## src/rtl/instr_encoder.sv

```systemverilog
// instr_encoder: packs RV32I fields into instruction words, buffered in a 2-entry FIFO with address tags.
// Optional immediate range checking is enabled with the ENC_RANGE_CHECK_EN macro.
module instr_encoder #(
  parameter logic [31:0] BASE_ADDR = 32'h0000_0000
) (
  input  logic        clk,
  input  logic        rst,
  input  logic        in_valid,
  output logic        in_ready,
  input  logic [6:0]  opcode,
  input  logic [2:0]  funct3,
  input  logic [6:0]  funct7,
  input  logic [4:0]  rd,
  input  logic [4:0]  rs1,
  input  logic [4:0]  rs2,
  input  logic [31:0] imm,
  output logic        out_valid,
  input  logic        out_ready,
  output logic [31:0] out_instr,
  output logic [31:0] out_addr,
  output logic        err_opcode,
  output logic        err_range
);
  logic        is_r, is_i, is_s, is_b, is_u, is_j, is_sh, known;
  logic        acc, push, pop;
  logic [31:0] word;
  logic [63:0] m0_q, m0_d, m1_q, m1_d;
  logic [1:0]  cnt_q, cnt_d, cnt_s;
  logic [31:0] addr_q, addr_d;
  logic        err_opcode_q, err_opcode_d;
  assign is_r  = opcode == 7'b0110011;
  assign is_i  = opcode == 7'b0010011 || opcode == 7'b0000011 || opcode == 7'b1100111 || opcode == 7'b1110011;
  assign is_s  = opcode == 7'b0100011;
  assign is_b  = opcode == 7'b1100011;
  assign is_u  = opcode == 7'b0110111 || opcode == 7'b0010111;
  assign is_j  = opcode == 7'b1101111;
  assign is_sh = opcode == 7'b0010011 && (funct3 == 3'b001 || funct3 == 3'b101);
  assign known = is_r | is_i | is_s | is_b | is_u | is_j;
  assign word = is_r  ? {funct7, rs2, rs1, funct3, rd, opcode} :
                is_sh ? {funct7, imm[4:0], rs1, funct3, rd, opcode} :
                is_i  ? {imm[11:0], rs1, funct3, rd, opcode} :
                is_s  ? {imm[11:5], rs2, rs1, funct3, imm[4:0], opcode} :
                is_b  ? {imm[12], imm[10:5], rs2, rs1, funct3, imm[4:1], imm[11], opcode} :
                is_u  ? {imm[31:12], rd, opcode} :
                        {imm[20], imm[10:1], imm[11], imm[19:12], rd, opcode};
  assign in_ready  = cnt_q != 2'd2;
  assign acc       = in_valid & in_ready;
  assign push      = acc & known;
  assign out_valid = cnt_q != 2'd0;
  assign pop       = out_valid & out_ready;
  // Pop shifts the tail into the head first; a push then lands in the first free slot.
  assign cnt_s  = cnt_q - {1'b0, pop};
  assign m0_d   = push && cnt_s == 2'd0 ? {word, addr_q} : pop ? m1_q : m0_q;
  assign m1_d   = push && cnt_s == 2'd1 ? {word, addr_q} : m1_q;
  assign cnt_d  = cnt_s + {1'b0, push};
  assign addr_d = push ? addr_q + 32'd4 : addr_q;
  assign err_opcode_d = err_opcode_q | (acc & ~known);
  assign out_instr  = m0_q[63:32];
  assign out_addr   = m0_q[31:0];
  assign err_opcode = err_opcode_q;
  always_ff @(posedge clk or posedge rst) begin
    if (rst) begin
      m0_q         <= '0;
      m1_q         <= '0;
      cnt_q        <= '0;
      addr_q       <= BASE_ADDR;
      err_opcode_q <= 1'b0;
    end else begin
      m0_q         <= m0_d;
      m1_q         <= m1_d;
      cnt_q        <= cnt_d;
      addr_q       <= addr_d;
      err_opcode_q <= err_opcode_d;
    end
  end
`ifdef ENC_RANGE_CHECK_EN
  logic range_bad, err_range_q, err_range_d;
  assign range_bad = ((is_i | is_s) & (imm[31:11] != {21{imm[11]}})) |
                     (is_b & (imm[0] | (imm[31:12] != {20{imm[12]}}))) |
                     (is_j & (imm[0] | (imm[31:20] != {12{imm[20]}}))) |
                     (is_u & (imm[11:0] != 12'd0));
  assign err_range_d = err_range_q | (push & range_bad);
  assign err_range   = err_range_q;
  always_ff @(posedge clk or posedge rst) begin
    if (rst) err_range_q <= 1'b0;
    else err_range_q <= err_range_d;
  end
`else
  assign err_range = 1'b0;
`endif
endmodule

```

## config.mk

```make
export PLATFORM = sky130hd
export DESIGN_NAME = instr_encoder
export DESIGN_NICKNAME = d
export VERILOG_FILES = /design/src/rtl/instr_encoder.sv
export SDC_FILE = /design/constraint.sdc
export NUM_CORES = 1
export LEC_CHECK = 0
export BUFFER_PORTS_ARGS = -buffer_cell sky130_fd_sc_hd__buf_2
export CAP_MARGIN = 5
export CORE_MARGIN = 5
export CORE_UTILIZATION = 40
export CTS_CLUSTER_DIAMETER = 40
export DETAILED_ROUTE_END_ITERATION = 10
export PLACE_DENSITY_LB_ADDON = 0.1
export REMOVE_ABC_BUFFERS = 1
export SETUP_SLACK_MARGIN = 0.5
export SYNTH_ARGS = -nofsm -noshare
export SYNTH_HDL_FRONTEND = slang
export SYNTH_SLANG_ARGS = --single-unit
```

## constraint.sdc

```tcl
create_clock -name clk -period 5.4 [get_ports clk]
set_clock_uncertainty 0.05 [all_clocks]
set_input_delay 0.54 -clock clk [delete_from_list [all_inputs] [get_ports clk]]
set_output_delay 0.54 -clock clk [all_outputs]
set_load 0.005 [all_outputs]
```

==> impl_metrics.tcl <==
set metrics [dict create \
    final_hold_viol_count 0 \
    dpl_worst_slack_ns 2.26 \
    drt_first_pass_iters 4 \
    stdcell_area_um2 8690 \
    hpwlAfterDp_um 12000 \
    wl_um 17700 \
    drc 0 \
    wl_met2_um 8670 \
    gp_congestion 0.772 \
    arrival_ns 3.10 \
    synthArstFlopShare_pct 100 \
    htreeDepth 4 \
    synth_enable_flop_cells 0 \
    cp_max_fo 43 \
    ant_nets 0 \
    max_slew.worst_pin.slew_ns 0.969 \
    grt.total_usage_pct 17.2 \
    dpl_cell_area_um2 8100 \
    grt_pass1_wl_um 29900 \
    synthMuxAreaShare_pct 11.6 \
    fp.coreArea_um2 18000 \
    grt_max_degree 102 \
    synthToLayoutAreaGrowth_pct 18.4 \
    ys_ff_latch 157 \
    placementRows 49 \
    hold_path_class "primary input to asynchronous set/reset pin" \
    cts_buffers 17 \
    cts_num_sinks 157 \
    postCtsHoldBufs 0 \
    fin_ws_ns 2.56 \
    die_w_um 145 \
    period_needed_ns 2.84 \
    clk-insertion-delay-late_ns 0.43 \
    cts_resized 0 \
    status "finished, final reports clean" \
    nNetsFinal 902 \
    synth_top_family_by_area "simple AND/OR/NAND/NOR gates" \
    wl_per_cell_um 16.5 \
    peakVddDrop_v 0.000231 \
    ys_seq_area_share_pct 53.5 \
    met1_length_um 8010 \
    synthAdderAreaFrac_pct 0.512 \
    cts_setup_buffers 0 \
    timing.final.crit_share_pct 52.7 \
    slew_headroom_pct 35.1 \
    cts_tree "built" \
    rsz0062_at_grt "false" \
    slew_violations 0 \
    routed.top_layer "met4" \
    fin_cells 1072 \
    n_fill_cell 1765 \
    start_util_pct 40.7 \
    yosysUniqueCellTypes 52 \
    synthXorXnorAreaFrac_pct 3.70 \
    path_clk_slew_ns 0.06 \
    yosys.area_share.simple_pct 15.7 \
    antenna_found_initial 0 \
    portBuffers 132 \
    pin_count 136 \
    drt_iter0_markers 343 \
    maxCapViolCount 0 \
    yosysWarnings 0 \
    grt_pass1_vias 5834 \
    required_ns 5.66 \
    dp.cells 1041 \
    vias 5534 \
    clock-root-buffer "clkbuf_16" \
    synthesis.area_um2 7340 \
    p_leak_nw 4.43 \
    setup_violations 0 \
    fp.dieH_um 145 \
    n_antenna_cell 0 \
    clk_path_buf_depth 2 \
    powerDensity_nw_per_um2 412 \
    via_per_inst 5.16 \
    wl_met3_um 602 \
    synth_compound_area_share_pct 10.4 \
    dieArea_um2 21200 \
    finalSetupTns_ns 0 \
    startpoint_type "flop" \
    grt_overflow_total 0 \
    synth_cells 717 \
    yosys_most_used_dff "dfrtp_1" \
    cp-end-kind "flop" \
    layout-drive-gt1-share_pct 28.4 \
    crit_type "flop to flop" \
    fmax_mhz 352 \
    synth_area_per_cell_um2 10.2 \
]
logic make-up after synthesis:
kind of cell,Yosys count
other cells,1
fa+ha+maj,3
simple gates,262
flops,157
mux,78
xor+xnor,31
buf+inv,62
compound gates,123
stage by stage:
| step | utilization [%] | hold WS (ns) | total power (W) |
|---|---|---|---|
| final | 48.2 | 0.266 | 0.00358 |
| after global placement | 44.9 | 0.399 | 0.00238 |
| after floorplan | - | 0.385 | 0.00208 |
| after detailed placement | 44.9 | 0.401 | 0.00242 |
| after global routing | 48.2 | 0.362 | 0.00381 |
| after CTS | 48.2 | 0.306 | 0.00363 |
routing by layer:
metal,global-route usage (%),up-vias
met3,3.74,27
met2,28.2,99
met4,6.44,0
met5,0,-
li1,-,2691
met1,22.4,2717
worst paths after layout:
check	from	end	slack [ns]	depth (start not counted)
worst max-delay path	cnt_q[0]	m1_q[35]	2.56	9
worst min-delay path	rst	m0_q[8]	0.27	2
worst max register to register	cnt_q[0]	m1_q[35]	2.56	9
worst min register to register	m1_q[32]	m1_q[32]	0.41	1
max in group asynchronous	rst	m0_q[31]	3.77	3
min in group clk	funct7[2]	m0_q[59]	0.37	3
cell type report:
type	count	area, um^2	share of cell area, %
timing repair buffer	140	721	8.29
multi-input combinational	500	3100	35.7
clock inverter	12	146	1.68
tap	229	287	3.30
inverter	15	61.3	0.706
clock buffer	19	443	5.10
sequential	157	3930	45.2
cell usage in the layout (no fill, tap or decap), drive strengths merged, types with 16 or more instances in the layout:
cell,n
dfrtp,157
clkbuf,19
mux2i,20
a31oi,35
o21ai,61
buf,140
nor2,50
nand3,16
mux2,58
xor2,16
nand2,145
cell usage after synthesis (4+ instances only):
cell type  count  area share [%]
o21ai_0       60             4.1
xor2_1        16             1.9
nand2b_1       5            0.43
buf_4         11             1.1
nor4_1         4            0.34
nor2_1        50             2.6
nand4_1        8            0.68
mux2_2        58             8.9
buf_2         15             1.0
nand2_1      145             7.4
a21oi_1        6            0.41
xnor2_1       15             1.8
a22o_1         4            0.48
nor3_1        10            0.68
mux2i_1       20             2.7
a31oi_1       35             3.0
clkbuf_1      17            0.87
and3_1         8            0.68
inv_1         14            0.72
dfrtp_1      157              54
buf_6          4            0.61
nand3_1       16             1.1
sequential cells by signal (all words and copies together) (netlist names):
signal      cells
addr_q         30
cnt_q           2
err_opcode      1
m0_q           62
m1_q           62
where the power goes:
part	total [W]	internal [W]	switching, W
Sequential	0.00161	0.00145	0.000161
Combinational	0.000766	0.000356	0.000410
Clock	0.00120	0.000733	0.000469
critical path, cell delays in order (launching register included):
cell      delay [ns]
dfrtp_1         0.40
or2_2           0.32
nand2_1         0.12
inv_2           0.05
ha_1            0.18
xnor2_1         0.15
and3_1          0.25
o211ai_4        0.32
buf_4           0.49
mux2_2          0.38
Note: power is estimated with default switching activity, not from simulation.
